**config.mk**
```make
export PLATFORM = sky130hd
export DESIGN_NAME = regfile_seq
export DESIGN_NICKNAME = d
export VERILOG_FILES = /design/src/rtl/regfile_seq_pkg.sv /design/src/rtl/seq_alu.sv /design/src/rtl/regfile_seq.sv
export SDC_FILE = /design/constraint.sdc
export NUM_CORES = 1
export LEC_CHECK = 0
export CORE_MARGIN = 2
export CORE_UTILIZATION = 56
export CTS_BUF_LIST = sky130_fd_sc_hd__clkbuf_8
export DETAILED_ROUTE_END_ITERATION = 16
export PLACE_DENSITY_LB_ADDON = 0.05
export SYNTH_ARGS = -nofsm -noshare
export SYNTH_HDL_FRONTEND = slang
export SYNTH_SLANG_ARGS = --single-unit
```
**constraint.sdc**
```tcl
create_clock -name clk -period 3.46 [get_ports clk]
set_clock_uncertainty 0.15 [all_clocks]
set_input_delay 0.692 -clock clk [delete_from_list [all_inputs] [get_ports clk]]
set_output_delay 0.692 -clock clk [all_outputs]
set_load 0.01 [all_outputs]
```
**src/rtl/regfile_seq_pkg.sv**
```systemverilog
// Shared definitions for the regfile_seq sequencer: default widths, opcodes, FSM states.
// The optional immediate-operand feature is enabled with REGFILE_SEQ_IMM_EN.
package regfile_seq_pkg;

    localparam int unsigned DATA_W_DFLT = 16;
    localparam int unsigned ADDR_W_DFLT = 5;
    localparam int unsigned OPC_W_DFLT  = 3;

    localparam logic [OPC_W_DFLT-1:0] OpAdd = 3'd0;
    localparam logic [OPC_W_DFLT-1:0] OpSub = 3'd1;
    localparam logic [OPC_W_DFLT-1:0] OpAnd = 3'd2;
    localparam logic [OPC_W_DFLT-1:0] OpOr  = 3'd3;
    localparam logic [OPC_W_DFLT-1:0] OpXor = 3'd4;
    localparam logic [OPC_W_DFLT-1:0] OpSll = 3'd5;
    localparam logic [OPC_W_DFLT-1:0] OpSrl = 3'd6;
    localparam logic [OPC_W_DFLT-1:0] OpSra = 3'd7;

    typedef enum logic [1:0] {
        StIdle,
        StRead,
        StExec,
        StWb
    } state_e;

    // Shift results leave through the shift-write port instead of the ALU write port.
    function automatic logic is_shift(input logic [OPC_W_DFLT-1:0] op);
        return (op == OpSll) || (op == OpSrl) || (op == OpSra);
    endfunction

endpackage

```
**src/rtl/seq_alu.sv**
```systemverilog
// Combinational datapath for regfile_seq: op/A/B to result plus ADD carry / SUB borrow.
module seq_alu
    import regfile_seq_pkg::*;
#(
    parameter int unsigned DATA_W = DATA_W_DFLT,
    parameter int unsigned OPC_W  = OPC_W_DFLT
) (
    input  logic [OPC_W-1:0]  i_op,
    input  logic [DATA_W-1:0] i_a,
    input  logic [DATA_W-1:0] i_b,
    output logic [DATA_W-1:0] o_result,
    output logic              o_carry
);

    localparam int unsigned SHW = $clog2(DATA_W);

    logic [DATA_W:0] w_sum;
    logic [DATA_W:0] w_diff;
    logic [SHW-1:0]  w_shamt;

    assign w_sum   = {1'b0, i_a} + {1'b0, i_b};
    // Top bit of the widened difference is the unsigned borrow (A < B).
    assign w_diff  = {1'b0, i_a} - {1'b0, i_b};
    assign w_shamt = i_b[SHW-1:0];

    always_comb begin
        o_result = '0;
        o_carry  = 1'b0;
        unique case (i_op)
            OpAdd: begin
                o_result = w_sum[DATA_W-1:0];
                o_carry  = w_sum[DATA_W];
            end
            OpSub: begin
                o_result = w_diff[DATA_W-1:0];
                o_carry  = w_diff[DATA_W];
            end
            OpAnd:   o_result = i_a & i_b;
            OpOr:    o_result = i_a | i_b;
            OpXor:   o_result = i_a ^ i_b;
            OpSll:   o_result = i_a << w_shamt;
            OpSrl:   o_result = i_a >> w_shamt;
            OpSra:   o_result = DATA_W'($signed(i_a) >>> w_shamt);
            default: o_result = '0;
        endcase
    end

endmodule

```
**src/rtl/regfile_seq.sv**
```systemverilog
// Read/execute/writeback sequencer driving a 32x16 register file, one instruction per 4 cycles.
// Define REGFILE_SEQ_IMM_EN to add the imm_sel/imm immediate operand ports.
module regfile_seq
    import regfile_seq_pkg::*;
#(
    parameter int unsigned DATA_W = DATA_W_DFLT,
    parameter int unsigned ADDR_W = ADDR_W_DFLT,
    parameter int unsigned OPC_W  = OPC_W_DFLT
) (
    input  logic              clk,
    input  logic              rst_n,
    input  logic              instr_valid,
    output logic              instr_ready,
    input  logic [OPC_W-1:0]  op,
    input  logic [ADDR_W-1:0] rd,
    input  logic [ADDR_W-1:0] rs1,
    input  logic [ADDR_W-1:0] rs2,
`ifdef REGFILE_SEQ_IMM_EN
    input  logic              imm_sel,
    input  logic [DATA_W-1:0] imm,
`endif
    output logic              readA,
    output logic [ADDR_W-1:0] rdAddrA,
    input  logic [DATA_W-1:0] rdDataA,
    output logic              readB,
    output logic [ADDR_W-1:0] rdAddrB,
    input  logic [DATA_W-1:0] rdDataB,
    output logic              write,
    output logic              wshift,
    output logic [ADDR_W-1:0] wrAddr,
    output logic [DATA_W-1:0] wrData,
    output logic [DATA_W-1:0] shData,
    output logic              done,
    output logic              zero,
    output logic              carry
);

    state_e             r_state;
    state_e             w_state_next;
    logic [OPC_W-1:0]   r_op;
    logic [ADDR_W-1:0]  r_rd;
    logic [ADDR_W-1:0]  r_rd_addr_a;
    logic [ADDR_W-1:0]  r_rd_addr_b;
    logic [ADDR_W-1:0]  r_wr_addr;
    logic [DATA_W-1:0]  r_wr_data;
    logic [DATA_W-1:0]  r_sh_data;
    logic               r_zero;
    logic               r_carry;
    logic [DATA_W-1:0]  w_op_b;
    logic               w_read_b_en;
    logic [DATA_W-1:0]  w_result;
    logic               w_alu_carry;
    logic               w_accept;

    assign w_accept = (r_state == StIdle) && instr_valid;

`ifdef REGFILE_SEQ_IMM_EN
    logic               r_imm_sel;
    logic [DATA_W-1:0]  r_imm;

    always_ff @(posedge clk or negedge rst_n) begin
        if (!rst_n) begin
            r_imm_sel <= 1'b0;
            r_imm     <= '0;
        end else if (w_accept) begin
            r_imm_sel <= imm_sel;
            r_imm     <= imm;
        end
    end

    assign w_op_b      = r_imm_sel ? r_imm : rdDataB;
    assign w_read_b_en = !r_imm_sel;
`else
    assign w_op_b      = rdDataB;
    assign w_read_b_en = 1'b1;
`endif

    seq_alu #(
        .DATA_W (DATA_W),
        .OPC_W  (OPC_W)
    ) u_alu (
        .i_op     (r_op),
        .i_a      (rdDataA),
        .i_b      (w_op_b),
        .o_result (w_result),
        .o_carry  (w_alu_carry)
    );

    always_ff @(posedge clk or negedge rst_n) begin
        if (!rst_n) begin
            r_state     <= StIdle;
            r_op        <= '0;
            r_rd        <= '0;
            r_rd_addr_a <= '0;
            r_rd_addr_b <= '0;
            r_wr_addr   <= '0;
            r_wr_data   <= '0;
            r_sh_data   <= '0;
            r_zero      <= 1'b0;
            r_carry     <= 1'b0;
        end else begin
            r_state <= w_state_next;
            if (w_accept) begin
                r_op        <= op;
                r_rd        <= rd;
                r_rd_addr_a <= rs1;
                r_rd_addr_b <= rs2;
            end
            // Read data registered by the file during READ is valid here.
            if (r_state == StExec) begin
                r_wr_addr <= r_rd;
                if (is_shift(r_op)) begin
                    r_sh_data <= w_result;
                end else begin
                    r_wr_data <= w_result;
                end
                r_zero <= (w_result == '0);
                if ((r_op == OpAdd) || (r_op == OpSub)) begin
                    r_carry <= w_alu_carry;
                end
            end
        end
    end

    always_comb begin
        w_state_next = r_state;
        instr_ready  = 1'b0;
        readA        = 1'b0;
        readB        = 1'b0;
        write        = 1'b0;
        wshift       = 1'b0;
        done         = 1'b0;
        unique case (r_state)
            StIdle: begin
                instr_ready = 1'b1;
                if (instr_valid) begin
                    w_state_next = StRead;
                end
            end
            StRead: begin
                readA        = 1'b1;
                readB        = w_read_b_en;
                w_state_next = StExec;
            end
            StExec: begin
                w_state_next = StWb;
            end
            StWb: begin
                write        = !is_shift(r_op);
                wshift       = is_shift(r_op);
                done         = 1'b1;
                w_state_next = StIdle;
            end
            default: w_state_next = StIdle;
        endcase
    end

    assign rdAddrA = r_rd_addr_a;
    assign rdAddrB = r_rd_addr_b;
    assign wrAddr  = r_wr_addr;
    assign wrData  = r_wr_data;
    assign shData  = r_sh_data;
    assign zero    = r_zero;
    assign carry   = r_carry;

endmodule

```
==> impl_results.md <==
* Initial antenna violation count at 0
* Row cnt at 38
* Finish-stage setup viols at 8
* Setup TNS Final at -1.05 ns
* GRT Resource Usage Total at 0.407
* First-pass GRT wire length at 40,000 um
* CP Buf/Inv Count at 4
* CTS root buf: clkbuf_8
* Antenna diodes at 0
* Post-synth EDFFs at 0
* Mean Syn Cell Area at 8.34 sq um
* Hold Path Class: reg -> reg
* Setup crit end kind: flip-flop
* Pins Over Slew Limit at 8
* Ratio of cells with drive above 1 in the final layout at 0.353
* Hold Slack at 0.330 ns
* Count of hold buffers inserted by post-cts repair at 0
* Endpoints failing hold at 0
* Reg2reg path depth at 7
* Worst Hold Launch: wrData[7]$_DFFE_PN0P_
* FF-to-FF setup slack at 0.13 ns
* Critical Path Max Stage Delay at 0.48 ns
* IO Count at 108
* Mux share of post-synthesis cell area at 0.157
* Slew headroom at -0.0445
* Die X-Extent at 111 um
* Worst setup startpoint: rdDataB[8]
* Slowest cell on crit path: clkdlybuf4s50_1
* Arr. time, crit path at 3.83 ns
* Cells after Synth at 765
* WL final at 28,300 um
* Num CTS Buffers at 9
* Maximum VDD drop at 0.794 mV
* Hold Path Stages at 2
* Pleak at 4.38 nW
* Post-DRT Antenna Nets at 0
* Unrepaired setup endpoints after global routing: yes
* Failing checks: max-capacitance violations, max-slew violations, negative setup slack
* Final #Nets at 1,148
* Outcome: complete, but fails checks
* Worst Hold End: wrData[7]$_DFFE_PN0P_
* Largest delay share family, worst path: compound AO/OA/AOI/OAI gates
* Setup WS pre-CTS at -0.689 ns
* Vias per inst at 6.85
* Remaining DRCs at 0
* Overall power consumption at 6.32 mW
* Core Area at 11,000 sq um
* Synth Area in XOR/XNOR at 0.00960
* R2r startpoint: r_op[0]$_DFFE_PN0P_
* WL/cell at 23.9 um
* Drt first-iter violations at 1,252
* Area delta synth->final at 51.4%
* Power density over the cells at 654 nW/um^2
* CTS tree: done
* Highest clock rate at 0.270 GHz
* DP Wirelength at 18,900 um
* Clk slew on worst S/H paths at 0.06 ns
* CP Class: in -> reg
* Largest net degree at the start of global routing at 45
* Total die area at 12,300 sq um
* FFs w/ async S/R, synth at 1.00
* # port buffers at 107
* Clk_lat worst skew at 0.35 ns
* Simple-gate share of the synthesized area at 0.167
* H-tree depth at 3
* Worst Setup Start Kind: input port
* Largest family of logic cells by synthesized area: compound AO/OA/AOI/OAI gates
* Yosys cell types at 80
* Die Height at 111 um
* Vias in the first global route at 7,590
* Initial cell density of the core at 0.581
* Syn nets at 873
* Synth Flop Type: dfrtp_1
* Tmin final at 3.70 ns
* Seq/Total Area, Yosys at 0.231
* Clk sinks at 59
* Min setup slack post-route at -0.242 ns
* Critical R2R Capture: shData[11]$_DFFE_PN0P_
* Router iterations before antenna repair at 9
* GRT overflow at 0
* Routed vias at 8,105
* GPL Wtd Cong at 1.05
* Adder-Cell Fraction of Synth Area at 0.110
* Synthesized flop and latch total at 59
* Worst-path fanout max at 7
* Crit share post-route at 1.07
* Maxcap violations at 1
* Fin area at 9660 sq um
* Compound-Gate Fraction of Synth Area at 0.250
* Worst path cell trace: clkdlybuf4s50_1 -> inv_1 -> ha_4 -> buf_6 -> nand4_1 -> a21oi_1 -> o21a_1 -> nor2_1 -> o31a_1 -> mux2i_1 -> a2111oi_4 -> buf_4 -> nand4b_1 -> o21ai_2
* Area post-placement at 8800 sq um
* Max Buffers Root-to-Sink at 2
* Required time of the critical path at 3.58 ns
* Measured slew at the worst slew-check pin at 1.55 ns
* Syn Std Cell Area at 6380 sq um
* YS warnings at 0
## stage by stage
step / utilization / instances
after floorplan: - / 765
final: 0.880 / 1184
after detailed placement: 0.802 / 1145
after global routing: 0.880 / 1184
after global placement: 0.802 / 1145
after CTS: 0.851 / 1170
## per-layer routing
layer	track usage	wire, um
met5	0	0
met4	0.193	2050
met3	0.125	3730
met2	0.655	12600
met1	0.499	9940
## logic make-up after synthesis
logic type / Yosys count
simple gates: 231
compound gates: 228
buf+inv: 108
mux: 77
flops: 59
fa+ha+maj: 55
xor+xnor: 7
## synthesized netlist by cell type, drive strengths merged, types with 4 or more instances
library cell | instances | area share
nand4 | 5 | 0.0049
mux2 | 44 | 0.079
mux4 | 13 | 0.046
nand2 | 91 | 0.054
ha | 53 | 0.10
a221oi | 5 | 0.0078
o21bai | 5 | 0.0076
o31ai | 7 | 0.0082
nor2b | 8 | 0.0078
mux2i | 20 | 0.031
a211o | 6 | 0.0082
a31oi | 10 | 0.011
nand3 | 15 | 0.012
or3 | 5 | 0.0057
o211ai | 13 | 0.015
o22ai | 8 | 0.0078
clkbuf | 22 | 0.013
a211oi | 16 | 0.020
nor2 | 54 | 0.032
and3 | 6 | 0.0059
buf | 31 | 0.030
nor3 | 22 | 0.017
inv | 55 | 0.032
a21o | 6 | 0.0071
a21oi | 40 | 0.031
a21boi | 4 | 0.0047
xnor2 | 5 | 0.0069
a32oi | 5 | 0.0069
o21ai | 58 | 0.045
dfrtp | 59 | 0.23
nand2b | 7 | 0.0069
o221ai | 11 | 0.015
a2111oi | 4 | 0.0065
## power by group
group	leakage, nW	switching (mW)	internal [mW]
registers	0.709	0.309	1.04
logic	3.57	2.31	2.11
clock network	0.0943	0.271	0.266
## layout by cell type, fill, tap and decap left out, types with 7 or more instances in the layout
master,Yosys,routed
a211oi_1,14,10
a21oi_1,40,32
a31oi_1,9,7
buf_4,1,201
clkbuf_8,0,10
clkdlybuf4s50_1,0,87
dfrtp_1,59,57
dlygate4sd2_1,0,7
dlymetal6s2s_1,0,9
ha_1,53,33
ha_4,0,14
inv_1,52,46
inv_2,3,10
mux2_2,35,35
mux2i_1,20,19
mux4_2,13,13
nand2_1,91,91
nand3_1,15,14
nor2_1,53,50
nor3_1,22,19
o211ai_1,13,13
o21ai_0,52,49
o221ai_1,11,10
o22ai_1,8,7
## worst max-delay path by stage
stage,endpoint,depth (start not counted)
finish,zero$_DFFE_PN0P_,14
global route,wrData[14]$_DFFE_PN0P_,13
CTS,zero$_DFFE_PN0P_,12
detailed placement,zero$_DFFE_PN0P_,12
global placement,zero$_DFFE_PN0P_,13
floorplan,zero$_DFFE_PN0P_,13
## worst reg2reg max path, delay by kind of cell (launching register included)
family                 cells  cell delay (ns)
muxes                      1             0.17
and+or+nand+nor            1             1.27
AOI/OAI and AO/OA          2             0.58
DFF                        1             0.62
buffers and inverters      3             0.49
## timing repair
action | in CTS | in global routing
resized for setup | 73 | 52
endpoints found under the setup margin | 9 | 12
pin swaps | 20 | 24
buffers inserted | 10 | 14
## state kept, by name, summed over array words and instances (netlist names)
name / flops
rdAddrA: 5
wrAddr: 5
r_rd: 5
zero: 1
r_state: 2
carry: 1
r_op: 3
shData: 16
wrData: 16
rdAddrB: 5
## cell type report
type,instances,area (sq um)
clock buffers,10,138
clock inverters,5,22.5
repair buffers,317,2710
flip-flops and latches,59,1480
fillers,542,1320
multi-input cells,598,4930
well taps,140,175
inverters,55,209
(Power assumes the default switching activity.)
